===== src/rtl/round_controller_if.sv =====
// Game bus of the Mastermind round controller: player keys, start-FSM
// handshake and scorer result in; strobes, turn and score status out.
interface round_controller_if;
    logic       started;
    logic       first_p;
    logic       enterA;
    logic       enterB;
    logic [2:0] exact;
    logic       load_code;
    logic       load_guess;
    logic       active_p;
    logic [2:0] guess_count;
    logic [1:0] scoreA;
    logic [1:0] scoreB;
    logic       round_over;
    logic       game_over;
    logic       winner;

    modport master (
        input  started, first_p, enterA, enterB, exact,
        output load_code, load_guess, active_p, guess_count,
               scoreA, scoreB, round_over, game_over, winner
    );

    modport slave (
        output started, first_p, enterA, enterB, exact,
        input  load_code, load_guess, active_p, guess_count,
               scoreA, scoreB, round_over, game_over, winner
    );
endinterface


===== src/rtl/round_controller.sv =====
// Round sequencing for the Mastermind machine: code entry, guess turns,
// verdicts from the scorer's exact count, round points and role swaps.
module round_controller #(
    parameter int unsigned MAX_GUESSES   = 7,
    parameter int unsigned ROUNDS_TO_WIN = 2
) (
    input  logic               clk,
    input  logic               reset,
    round_controller_if.master bus
);

    localparam logic [2:0] MAX_G = 3'(MAX_GUESSES);
    localparam logic [1:0] WIN   = 2'(ROUNDS_TO_WIN);

    typedef enum logic [2:0] {
        S_IDLE,
        S_CODE,
        S_GUESS,
        S_LOAD,
        S_CHECK,
        S_ROUND_END,
        S_GAME_OVER
    } state_t;

    state_t     state_q, state_d;
    logic       setter_q, setter_d;
    logic       enter_a_q, enter_a_d;
    logic       enter_b_q, enter_b_d;
    logic       load_code_q, load_code_d;
    logic       load_guess_q, load_guess_d;
    logic [2:0] guess_count_q, guess_count_d;
    logic [1:0] score_a_q, score_a_d;
    logic [1:0] score_b_q, score_b_d;
    logic       rise_a, rise_b;

    // State, key history, strobes and counters; async active-low reset.
    always_ff @(posedge clk or negedge reset) begin
        if (!reset) begin
            state_q       <= S_IDLE;
            setter_q      <= 1'b0;
            enter_a_q     <= 1'b1;
            enter_b_q     <= 1'b1;
            load_code_q   <= 1'b0;
            load_guess_q  <= 1'b0;
            guess_count_q <= '0;
            score_a_q     <= '0;
            score_b_q     <= '0;
        end else begin
            state_q       <= state_d;
            setter_q      <= setter_d;
            enter_a_q     <= enter_a_d;
            enter_b_q     <= enter_b_d;
            load_code_q   <= load_code_d;
            load_guess_q  <= load_guess_d;
            guess_count_q <= guess_count_d;
            score_a_q     <= score_a_d;
            score_b_q     <= score_b_d;
        end
    end

    // Next-state, strobe and score logic driven by key rising edges.
    always_comb begin
        state_d       = state_q;
        setter_d      = setter_q;
        enter_a_d     = bus.enterA;
        enter_b_d     = bus.enterB;
        load_code_d   = 1'b0;
        load_guess_d  = 1'b0;
        guess_count_d = guess_count_q;
        score_a_d     = score_a_q;
        score_b_d     = score_b_q;
        rise_a        = bus.enterA & ~enter_a_q;
        rise_b        = bus.enterB & ~enter_b_q;

        case (state_q)
            S_IDLE: begin
                if (bus.started) begin
                    setter_d = bus.first_p;
                    state_d  = S_CODE;
                end
            end
            S_CODE: begin
                if (setter_q ? rise_a : rise_b) begin
                    load_code_d   = 1'b1;
                    guess_count_d = '0;
                    state_d       = S_GUESS;
                end
            end
            S_GUESS: begin
                if (setter_q ? rise_b : rise_a) begin
                    load_guess_d = 1'b1;
                    state_d      = S_LOAD;
                end
            end
            S_LOAD: state_d = S_CHECK;
            S_CHECK: begin
                if (bus.exact == 3'd4) begin
                    // Guesser is the player opposite the setter.
                    if (setter_q) begin
                        if (score_b_q != WIN) score_b_d = score_b_q + 2'd1;
                    end else begin
                        if (score_a_q != WIN) score_a_d = score_a_q + 2'd1;
                    end
                    state_d = S_ROUND_END;
                end else if (guess_count_q + 3'd1 == MAX_G) begin
                    if (setter_q) begin
                        if (score_a_q != WIN) score_a_d = score_a_q + 2'd1;
                    end else begin
                        if (score_b_q != WIN) score_b_d = score_b_q + 2'd1;
                    end
                    guess_count_d = MAX_G;
                    state_d       = S_ROUND_END;
                end else begin
                    guess_count_d = guess_count_q + 3'd1;
                    state_d       = S_GUESS;
                end
            end
            S_ROUND_END: begin
                if (score_a_q == WIN || score_b_q == WIN) begin
                    state_d = S_GAME_OVER;
                end else if (rise_a | rise_b) begin
                    setter_d = ~setter_q;
                    state_d  = S_CODE;
                end
            end
            S_GAME_OVER: state_d = S_GAME_OVER;
            default:     state_d = S_IDLE;
        endcase
    end

    // Outputs are flops or pure state decodes; keys never reach them combinationally.
    always_comb begin
        bus.load_code   = load_code_q;
        bus.load_guess  = load_guess_q;
        bus.guess_count = guess_count_q;
        bus.scoreA      = score_a_q;
        bus.scoreB      = score_b_q;
        bus.round_over  = (state_q == S_ROUND_END);
        bus.game_over   = (state_q == S_GAME_OVER);
        bus.winner      = (state_q == S_GAME_OVER) && (score_a_q == WIN);
        bus.active_p    = 1'b0;
        if (state_q == S_CODE)  bus.active_p = setter_q;
        if (state_q == S_GUESS) bus.active_p = ~setter_q;
    end

endmodule


===== src/flat_wrapper.sv =====
// flat-port wrapper written by rule: the top's interface ports become plain ports
module round_controller_flat 
#(
    parameter int unsigned MAX_GUESSES   = 7,
    parameter int unsigned ROUNDS_TO_WIN = 2
)
  (clk, reset, bus_started, bus_first_p, bus_enterA, bus_enterB, bus_exact, bus_load_code, bus_load_guess, bus_active_p, bus_guess_count, bus_scoreA, bus_scoreB, bus_round_over, bus_game_over, bus_winner);
  round_controller_if bus_i ();
  input  logic clk;
  input  logic reset;
  input wire logic [$bits(bus_i.started)-1:0] bus_started;
  input wire logic [$bits(bus_i.first_p)-1:0] bus_first_p;
  input wire logic [$bits(bus_i.enterA)-1:0] bus_enterA;
  input wire logic [$bits(bus_i.enterB)-1:0] bus_enterB;
  input wire logic [$bits(bus_i.exact)-1:0] bus_exact;
  output wire logic [$bits(bus_i.load_code)-1:0] bus_load_code;
  output wire logic [$bits(bus_i.load_guess)-1:0] bus_load_guess;
  output wire logic [$bits(bus_i.active_p)-1:0] bus_active_p;
  output wire logic [$bits(bus_i.guess_count)-1:0] bus_guess_count;
  output wire logic [$bits(bus_i.scoreA)-1:0] bus_scoreA;
  output wire logic [$bits(bus_i.scoreB)-1:0] bus_scoreB;
  output wire logic [$bits(bus_i.round_over)-1:0] bus_round_over;
  output wire logic [$bits(bus_i.game_over)-1:0] bus_game_over;
  output wire logic [$bits(bus_i.winner)-1:0] bus_winner;
  assign bus_i.started = bus_started;
  assign bus_i.first_p = bus_first_p;
  assign bus_i.enterA = bus_enterA;
  assign bus_i.enterB = bus_enterB;
  assign bus_i.exact = bus_exact;
  assign bus_load_code = bus_i.load_code;
  assign bus_load_guess = bus_i.load_guess;
  assign bus_active_p = bus_i.active_p;
  assign bus_guess_count = bus_i.guess_count;
  assign bus_scoreA = bus_i.scoreA;
  assign bus_scoreB = bus_i.scoreB;
  assign bus_round_over = bus_i.round_over;
  assign bus_game_over = bus_i.game_over;
  assign bus_winner = bus_i.winner;
  round_controller #(.MAX_GUESSES(MAX_GUESSES), .ROUNDS_TO_WIN(ROUNDS_TO_WIN)) u_core (.clk(clk), .reset(reset), .bus(bus_i));
endmodule

===== config.mk =====
export PLATFORM = sky130hd
export DESIGN_NAME = round_controller_flat
export DESIGN_NICKNAME = d
export VERILOG_FILES = /design/src/rtl/round_controller_if.sv /design/src/rtl/round_controller.sv /design/src/flat_wrapper.sv
export SDC_FILE = /design/constraint.sdc
export NUM_CORES = 1
export LEC_CHECK = 0
export ABC_AREA = 1
export CAP_MARGIN = 0
export CORE_MARGIN = 3
export CORE_UTILIZATION = 50
export DETAILED_ROUTE_END_ITERATION = 16
export DONT_BUFFER_PORTS = 1
export GPL_TIMING_DRIVEN = 0
export PLACE_DENSITY = 0.74
export SLEW_MARGIN = 20
export SYNTH_ARGS = -nofsm -noshare
export SYNTH_HDL_FRONTEND = slang
export SYNTH_SLANG_ARGS = --single-unit

===== constraint.sdc =====
create_clock -name clk -period 1.6 [get_ports clk]
set_clock_uncertainty 0.05 [all_clocks]
set_input_delay 0.08 -clock clk [delete_from_list [all_inputs] [get_ports clk]]
set_output_delay 0.08 -clock clk [all_outputs]
set_load 0.1 [all_outputs]

## Yosys cells after proc, flatten, opt, wreduce, memory -nomap -nowiden

Index checks and enable logic that the tools add are counted.

| word-level totals | value |
|---|---|
| memories | 0 |
| memory bits (writable) | 0 |
| bits in read-only memories | 0 |
| logic and storage cells | 86 |
| output and inout bits | 13 |
| register bits after elaboration | 15 |
| input port bits | 9 |
| bits in latches | 0 |

| operators by class | value |
|---|---|
| shift-type cells | 0 |
| bitwise gates (word level) | 6 |
| mux-type cells | 34 |
| reductions and logical operators | 12 |
| divide/modulo/power cells | 0 |
| equality and inequality tests | 22 |
| order comparisons | 0 |
| multipliers | 0 |
| $add $sub $neg | 3 |

Operators with widths:

| kind | number |
|---|---|
| $mux W3 | 10 |
| $pmux W3 S7 | 1 |
| $mux W2 | 10 |
| $reduce_and A4 Y1 | 4 |
| $eq A3 B3 Y1 const B | 5 |
| $ne A2 B2 Y1 const B | 7 |
| $mux W1 | 11 |
| $ne A2 B1 Y1 const B | 4 |
| $reduce_bool A2 Y1 | 4 |
| $eq A3 B2 Y1 const B | 2 |
| $pmux W3 S2 | 1 |
| $add A2 B1 Y2 const B | 2 |
| $eq A2 B2 Y1 const B | 2 |
| $add A3 B1 Y3 const B | 1 |
| $eq A3 B1 Y1 const B | 1 |
| $logic_not A3 Y1 | 1 |
| $ne A3 B1 Y1 const B | 1 |
| $not A1 Y1 | 3 |
| $reduce_and A3 Y1 | 1 |
| $and A1 B1 Y1 | 2 |
| $pmux W1 S2 | 1 |
| $logic_and A1 B1 Y1 | 1 |
| $logic_or A1 B1 Y1 | 1 |
| $or A1 B1 Y1 | 1 |

## Logic depth before layout (Yosys ltp)

Gate-level depths: netlist (run 1).

| logic depth | value |
|---|---|
| depth after elaboration | 6 |
| gate-level depth with buffers | 10 |
| depth with buffers taken out | 10 |

## Least setup slack after synthesis (run 1)

No wires, ideal clock.

| timing path | value |
|---|---|
| path type | register to output |
| from | register u_core.score_a_q[1], in the netlist u_core.bus.scoreA[1] |
| to | output bus_winner |
| path slack | -1.876 ns |
| buffers on the path | 0 |
| data required time | 1.470 ns |
| cell stages (with the launch flop) | 4 |
| arrival | 3.346 ns |
| cells stage by stage | dfrtp_1 > ha_1 > inv_1 > nor3_1 |

| on the way | value |
|---|---|
| word-level cells in the longest chain between the ends | 2 |

RTL lines:

| item | RTL line | source |
|---|---|---|
| start, declared | round_controller.sv:32 | `logic [1:0] score_a_q, score_a_d;` |
| start signal, assigned | round_controller.sv:56 | `score_a_q <= score_a_d;` |
| $eq A2 B2 Y1 | round_controller.sv:140 | `bus.winner = (state_q == S_GAME_OVER) && (score_a_q == WIN);` |
| $logic_and A1 B1 Y1 | round_controller.sv:140 |  |
| end, declared | flat_wrapper.sv:24 | `output wire logic [$bits(bus_i.winner)-1:0] bus_winner;` |

Every way passes these cells.

## Worst setup path in the final report (run 1)

| timing path | value |
|---|---|
| from | register u_core.score_a_q[0], in the netlist u_core.bus.scoreA[0] |
| to | output bus_winner |

Same word-level chain as after synthesis.

==> key figures, run 1 <==
Worst setup path
  – CP arrival: 2030 ps
  – Req. time, crit path: 1470 ps
  – Crit-path cells: inv_4, ha_4, inv_4, nor3_4
  – Crit-path slowest cell: nor3_4
  – Register-to-Register Path Depth: 10
  – Critical path depth: 4
  – Worst Setup EP: bus_winner
  – R2r endpoint: u_core.state_q[1]
  – Crit start category: flip-flop
  – Worst stage delay on the critical path: 790 ps
  – Reg2reg setup slack: -340 ps
  – Type of destination of the critical path: output port
  – Crit path launch: u_core.bus.scoreA[0]
  – Critical-path maximum fanout: 3
  – CP bufs+invs: 2
  – WS Path Type: flip-flop to output port
  – CP delay by family, top: simple AND/OR/NAND/NOR gates
  – R2R Path Start: u_core.bus.scoreA[0]
  – Crit-path most repeated cell: inv_4

Final layout
  – Fillers: 120
  – Sequential Area: 404 µm²
  – Core Util, Final: 0.780
  – Multi-input logic area: 659 µm²
  – Layout area overhead: 43.7%
  – Ant diodes: 0
  – Nets: 178
  – Share of layout cells above drive strength 1: 0.451

Pwr
  – Leak: 0.000671 µW
  – Peak supply drop: 0.00137 V
  – Power per cell area: 1840 mW/mm²

CTS
  – Clock slew at reported path FFs: 100 ps
  – CTS tree: yes
  – H-tree depth: 1
  – CTS max path bufs: 2
  – Sink Count: 15
  – Clock Latency Late Sink: 290 ps
  – Clock Root Buffer: clkbuf_4
  – CTS buffer count: 3

Floorplanning
  – Top Ports: 22
  – Die area: 0.00250 mm²
  – Starting density of the core: 0.543
  – Core Area: 0.00178 mm²
  – Die width: 50.0 µm
  – Die Height: 50.0 µm
  – Core Rows: 15

Synthesis
  – Largest area contributor in the netlist: dfrtp_1
  – Async SR Flop Fraction: 1.00
  – Distinct cells, synth: 21
  – Synthesized instance count: 139
  – Register bit total from synthesis: 15
  – Number of synthesized flops with an enable pin: 0
  – Area contributors post-synth: dfrtp_1, nand2_1, inv_1
  – Warning count from the yosys run: 0
  – Share of the synthesized area in the top cell type: 0.336
  – Mean Syn Cell Area: 6.97 µm²
  – Ys flop type: dfrtp_1
  – Mapped Nets: 152
  – Synth top cells by count: nand2_1, inv_1, nor2_1, dfrtp_1, nand3_1
  – Most common cell in the synthesized netlist: nand2_1
  – Post-synthesis sequential area ratio: 0.390
  – Post-Syn Area: 968 µm²

STA
  – Worst-Margin Slew: 994 ps
  – Unrepaired setup endpoints after global routing: true
  – Max Slew Vio Count: 0
  – # setup viols final: 8
  – Final Hold Vio Count: 0
  – Slew headroom: 0.335
  – Period utilisation layout: 1.35
  – Worst setup margin: -561 ps
  – Setup TNS: -1860 ps
  – Minimum clock period: 2160 ps
  – Peak Freq: 463 MHz

Hold path
  – Hold Path Stages: 4
  – Hold Crit Class: input pin to flip-flop
  – Worst hold start: bus_first_p

Detailed routing
  – Residual DRC: 0
  – 1st-iter DRT viols: 40
  – WL per Instance: 14.4 µm
  – Antenna Nets Post-Route: 0
  – DRT Pass-1 Iters: 4
  – Via density: 5.41
  – Routed WL: 2730 µm
  – Vias: 1023

Global routing
  – Antenna violations before repair: 0
  – Overall Global Routing Usage: 0.218
  – Number of global-route vias before repair: 941
  – Met2 Track Usage GR: 0.389
  – Grt total ovfl: 0
  – Met1 usage: 0.259
  – Global-route wire length before repair: 4110 µm
  – Gr busiest metal: met2
  – Largest net degree at the start of global routing: 16
  – Grt met3 use: 0.0363

Place
  – Gp weighted congestion: 0.793
  – DP Worst Slack: -265 ps
  – IO Port Bufs: 0
  – Dpl hpwl: 1580 µm

Run status
  – Status: finished, violations left
  – Failing checks: setup timing

Job
  – Max-Cap Viols: 0
==> tightest hold or removal path, stage by stage <==
cell and delay (ps):
nand2_1 30, o21ai_0 60, nand3_1 80, nand2_1 60
==> per-stage QoR <==
stage | instances | power, µW | area [µm²] | hold WS [ps]
3_3_place_gp | 164 | 1880 | 1070 | -265
6_report | 189 | 2560 | 1390 | 10.6
5_1_grt | 189 | 2710 | 1390 | 53.7
2_1_floorplan | 139 | 1760 | 1030 | -266
3_5_place_dp | 164 | 1910 | 1070 | -265
4_1_cts | 181 | 2370 | 1290 | 10.6
==> power breakdown <==
group | internal, µW | leakage, µW | switching [µW]
logic | 480 | 0.000477 | 905
registers | 498 | 0.000180 | 453
clock network | 96.8 | 0.0000150 | 129
==> cell type report <==
type	count	area share
inverter	22	0.0674
multi-input combinational	102	0.474
clock buffer	4	0.0189
tap	25	0.0225
sequential	15	0.290
timing repair buffer	21	0.127
==> per-layer routing <==
layer | vias up | share of wire | wire length [µm]
met2 | 48 | 0.52 | 1410
met3 | 12 | 0.059 | 162
li1 | 488 | - | -
met4 | 0 | 0.026 | 72
met1 | 475 | 0.40 | 1080
met5 | - | 0 | 0
==> cells by family (layout without fill, tap and decap cells) <==
family | Yosys count | count (layout) | share of synthesized area
adders and majority gates | 4 | 4 | 0.0517
AOI/OAI and AO/OA | 13 | 13 | 0.0814
DFF | 15 | 15 | 0.390
and+or+nand+nor | 85 | 85 | 0.391
buffers and inverters | 22 | 47 | 0.0853
==> flip-flops by register name (all words and copies together), names as in the netlist <==
name,count
u_core.bus.guess_count,3
u_core.bus.load_code,1
u_core.bus.load_guess,1
u_core.bus.scoreA,2
u_core.bus.scoreB,2
u_core.enter_a_q,1
u_core.enter_b_q,1
u_core.setter_q,1
u_core.state_q,3
==> cells in the final DEF, fill, tap and decap left out, drive strengths merged <==
master	instances
o2111ai	1
o21ai	9
nand3	13
nand2	48
inv	21
a21boi	1
buf	18
ha	4
dfstp	2
dfrtp	13
clkinvlp	1
a21oi	2
nor2	20
clkbuf	4
nor3	1
nand4	1
nand3b	2
dlygate4sd3	3
==> how the worst min path moves through the flow <==
stage / endpoint / slack, ps
after floorplan: u_core.bus.guess_count[2] / -270
after global placement: u_core.setter_q / -270
after detailed placement: u_core.setter_q / -270
after CTS: u_core.setter_q / 10
after global routing: u_core.setter_q / 50
final: u_core.setter_q / 10
==> timing repair <==
item / CTS / global route
buffers inserted: 10 / 8
hold buffers: 3 / 0
pin swaps: 14 / 19
resized for setup: 27 / 10
setup endpoints to repair: 12 / 15
cloned: 0 / 0
endpoints found under the hold margin: 19 / 0
(Power assumes the default switching activity.)
==> inputs of run 2 (changes only) <==
- CORE_UTILIZATION: 50 -> 55
- PLACE_DENSITY: 0.74 -> 0.79
==> key figures, run 2 (same netlist as run 1, synthesis figures left out) <==
Run status
  – Status: finished, violations left
  – Failing checks: setup timing

Place
  – Dpl hpwl: 1590 µm
  – IO Port Bufs: 0
  – DP Worst Slack: -259 ps
  – Gp weighted congestion: 0.910
  – Cells after DPL: 155

STA
  – Unrepaired setup endpoints after global routing: true
  – Worst-Margin Slew: 990 ps
  – Period utilisation layout: 1.35
  – Max Slew Vio Count: 0
  – Minimum clock period: 2160 ps
  – # setup viols final: 7
  – Worst setup margin: -556 ps
  – Final Hold Vio Count: 0
  – Slew headroom: 0.338
  – Hold slack final: 22.5 ps
  – Peak Freq: 464 MHz

CTS
  – Clock Latency Late Sink: 290 ps
  – CTS max path bufs: 2
  – CTS tree: yes
  – Sink Count: 15
  – Clock Root Buffer: clkbuf_4
  – CTS buffer count: 3
  – H-tree depth: 1
  – Clock slew at reported path FFs: 100 ps

Final layout
  – Share of layout cells above drive strength 1: 0.438
  – Commonest non-fill, non-tap cell in the layout: nand2_1
  – Final cell count without fillers: 176
  – Ant diodes: 0
  – Layout area overhead: 41.1%
  – Nets: 174
  – Core Util, Final: 0.867
  – Most frequent cells in the layout: nand2_1, nor2_1, buf_4, inv_1, nand3_1
  – Fillers: 77

Detailed routing
  – Antenna Nets Post-Route: 0
  – Via density: 5.74
  – Routed WL: 2600 µm
  – Residual DRC: 0
  – DRT Pass-1 Iters: 5
  – WL per Instance: 14.8 µm
  – Vias: 1010
  – 1st-iter DRT viols: 43

Floorplanning
  – Die Height: 48.0 µm
  – Starting density of the core: 0.614
  – Core Area: 0.00158 mm²
  – Top Ports: 22
  – Core Rows: 14
  – Die area: 0.00230 mm²
  – Die width: 48.0 µm

Worst setup path
  – WS Path Type: flip-flop to output port
  – CP delay by family, top: simple AND/OR/NAND/NOR gates
  – Worst stage delay on the critical path: 790 ps
  – Crit-path slowest cell: nor3_4
  – Type of destination of the critical path: output port
  – Crit-path cells: inv_4, ha_4, inv_4, nor3_4
  – Crit start category: flip-flop
  – Critical-path maximum fanout: 3
  – Req. time, crit path: 1470 ps
  – CP bufs+invs: 2
  – CP arrival: 2030 ps
  – Crit-path most repeated cell: inv_4

Pwr
  – Leak: 0.000667 µW
  – Final Total Pwr: 2510 µW
  – Peak supply drop: 0.00140 V
  – Power per cell area: 1840 mW/mm²

Hold path
  – Hold Crit Class: input pin to flip-flop

Global routing
  – Antenna violations before repair: 0
  – Number of global-route vias before repair: 877
  – Global-route wire length before repair: 3550 µm
  – Largest net degree at the start of global routing: 16
  – Overall Global Routing Usage: 0.222
  – Grt total ovfl: 0

Job
  – Max-Cap Viols: 0
==> run 2: cell count changes in the layout (fill, tap and decap cells not counted), moves of 3 or more <==
| cell | delta |
|---|---|
| buf_4 | -3 |
| inv_2 | -3 |
| nand2_4 | +3 |
| nor2_1 | +3 |
| nor2_2 | -3 |
==> run 2: report_power, final <==
part | leakage [µW] | internal (µW) | total [µW] | switching, µW
Combinational | 0.000472 | 440 | 1330 | 887
Clock | 0.0000177 | 92.9 | 220 | 127
Sequential | 0.000177 | 503 | 960 | 457
Total | 0.000667 | 1040 | 2510 | 1470
==> run 2: layer usage <==
metal | track usage | vias up | share of wire
met1 | 0.273 | 480 | 0.44
met4 | 0.0968 | 0 | 0.032
met2 | 0.364 | 39 | 0.48
met3 | 0.0564 | 10 | 0.048
li1 | - | 481 | -
met5 | 0 | - | 0
==> run 2: timing repair <==
item / 4_1_cts / 5_1_grt
setup buffers: 8 / 6
hold endpoints to repair: 19 / 0
pin swaps: 6 / 10
gates resized for setup: 20 / 21
setup endpoints to repair: 12 / 13
hold buffers: 3 / 0
==> run 2: layout make-up <==
class | count | area [µm²] | area share
timing repair buffer | 17 | 143 | 0.104
clock inverter | 1 | 5.00 | 0.00366
tap | 16 | 20.0 | 0.0147
clock buffer | 3 | 22.5 | 0.0165
multi-input combinational | 102 | 666 | 0.487
inverter | 22 | 104 | 0.0760
sequential | 15 | 407 | 0.298
==> run 2: through the flow <==
stage | cell area [µm²] | TNS, ps
after floorplan | 1030 | -242
after global placement | 1050 | -1140
after detailed placement | 1050 | -1310
after CTS | 1250 | -1220
after global routing | 1370 | -2200
final | 1370 | -1290
==> run 2: path summary, 6_finish.rpt <==
path / end / cells after the start / start / slack, ps
setup / recovery: bus_winner / 4 / u_core.bus.scoreA[0] / -560
hold / removal: u_core.setter_q / 4 / bus_first_p / 20
setup reg to reg: u_core.state_q[1] / 8 / u_core.bus.scoreB[0] / -280
hold reg to reg: u_core.setter_q / 2 / u_core.setter_q / 530
max in group asynchronous: u_core.bus.scoreA[1] / 1 / reset / 800
min in group asynchronous: u_core.setter_q / 1 / reset / 200
==> run 2: tightest hold or removal path: cells and delay by family <==
| family | cells | cell delay, ps |
|---|---|---|
| compound gates | 1 | 80 |
| simple gates | 3 | 170 |
==> inputs of run 3 (changes only) <==
- SKIP_CTS_REPAIR_TIMING: default -> 1
==> key figures, run 3 (same netlist as run 1, synthesis figures left out) <==
Run status
  – Status: finished, violations left
  – Failing checks: setup timing

Worst setup path
  – Worst stage delay on the critical path: 790 ps
  – Type of destination of the critical path: output port
  – CP bufs+invs: 2
  – Crit-path slowest cell: nor3_4
  – Crit-path cells: inv_4, ha_4, inv_4, nor3_4
  – CP delay by family, top: simple AND/OR/NAND/NOR gates
  – Critical-path maximum fanout: 3
  – Crit start category: flip-flop
  – Req. time, crit path: 1470 ps
  – CP arrival: 2030 ps
  – WS Path Type: flip-flop to output port
  – Crit-path most repeated cell: inv_4

STA
  – Slew headroom: 0.337
  – Period utilisation layout: 1.35
  – Peak Freq: 462 MHz
  – Setup TNS: -1430 ps
  – Minimum clock period: 2160 ps
  – Worst-Margin Slew: 991 ps
  – Hold slack final: 34.6 ps
  – Final Hold Vio Count: 0
  – Worst setup margin: -565 ps
  – Unrepaired setup endpoints after global routing: true
  – # setup viols final: 8
  – Max Slew Vio Count: 0

Floorplanning
  – Starting density of the core: 0.614
  – Die area: 0.00230 mm²
  – Core Area: 0.00158 mm²
  – Core Rows: 14
  – Die Height: 48.0 µm
  – Top Ports: 22
  – Die width: 48.0 µm

Global routing
  – Grt total ovfl: 0
  – Antenna violations before repair: 0
  – Overall Global Routing Usage: 0.191
  – Largest net degree at the start of global routing: 16
  – Global-route wire length before repair: 3020 µm
  – Number of global-route vias before repair: 768

CTS
  – Clock Root Buffer: clkbuf_4
  – CTS max path bufs: 2
  – Clock slew at reported path FFs: 100 ps
  – Sink Count: 15
  – CTS buffer count: 3
  – Clock Latency Late Sink: 290 ps
  – CTS tree: yes
  – H-tree depth: 1

Detailed routing
  – WL per Instance: 14.2 µm
  – Antenna Nets Post-Route: 0
  – DRT Pass-1 Iters: 6
  – Via density: 5.59
  – Residual DRC: 0
  – Routed WL: 2390 µm
  – Vias: 939
  – 1st-iter DRT viols: 28

Place
  – Dpl hpwl: 1590 µm
  – Cells after DPL: 155
  – IO Port Bufs: 0
  – Gp weighted congestion: 0.910
  – DP Worst Slack: -259 ps

Job
  – Max-Cap Viols: 0

Pwr
  – Power per cell area: 1910 mW/mm²
  – Leak: 0.000627 µW
  – Peak supply drop: 0.00132 V

Final layout
  – Layout area overhead: 30.0%
  – Most frequent cells in the layout: nand2_1, nor2_1, inv_1, nand3_1, inv_2
  – Nets: 166
  – Share of layout cells above drive strength 1: 0.382
  – Ant diodes: 0
  – Commonest non-fill, non-tap cell in the layout: nand2_1
  – Final cell count without fillers: 168

Hold path
  – Hold Crit Class: input pin to flip-flop
==> run 3: cell count changes in the layout (fill, tap and decap cells not counted), moves of 2 or more <==
cell	change
nand2_2	+2
inv_4	-2
buf_4	-7
nand2_4	-2
==> run 3: final cells by class <==
class                           instances  area (µm²)
Inverter                               22        98.8
Tap cell                               16        20.0
Clock inverter                          1        5.00
Clock buffer                            3        22.5
Multi-Input combinational cell        102         628
Timing Repair Buffer                    9        78.8
Sequential cell                        15         405
Fill cell                              97         318
==> run 3: worst paths after layout <==
path                                       from                    to  slack [ps]  cells after the start
max                        u_core.bus.scoreA[0]            bus_winner        -560                      4
min reg2reg                   u_core.state_q[0]     u_core.state_q[0]         570                      2
min in group asynchronous                 reset       u_core.setter_q         200                      1
max reg2reg                u_core.bus.scoreB[0]     u_core.state_q[1]        -240                      8
max in group asynchronous                 reset  u_core.bus.scoreA[1]         800                      1
min                                 bus_first_p       u_core.setter_q          30                      4
==> run 3: worst min-delay path, delay by kind of cell <==
kind | cells | cell delay (ps)
compound gates | 1 | 80
simple gates | 3 | 190
==> run 3: per-layer routing <==
metal  vias up  track usage  routed length [µm]
met4         0       0.0968                  45
met2        41        0.293                1170
li1        465            -                   -
met5         -            0                   0
met3         6       0.0564                 184
met1       427        0.242                 995
==> run 3: report_power, final <==
group,switching (µW),leakage (µW),internal (µW),total (µW)
clock network,130,0.0000177,92.9,223
registers,493,0.000178,501,994
logic,797,0.000431,384,1180
==> run 3: stage by stage <==
step | util | instance area, µm² | power (µW)
after floorplan | - | 1030 | 1760
after global placement | 0.669 | 1050 | 1870
after detailed placement | 0.669 | 1050 | 1900
after CTS | 0.687 | 1080 | 2120
after global routing | 0.798 | 1260 | 2540
final | 0.798 | 1260 | 2400
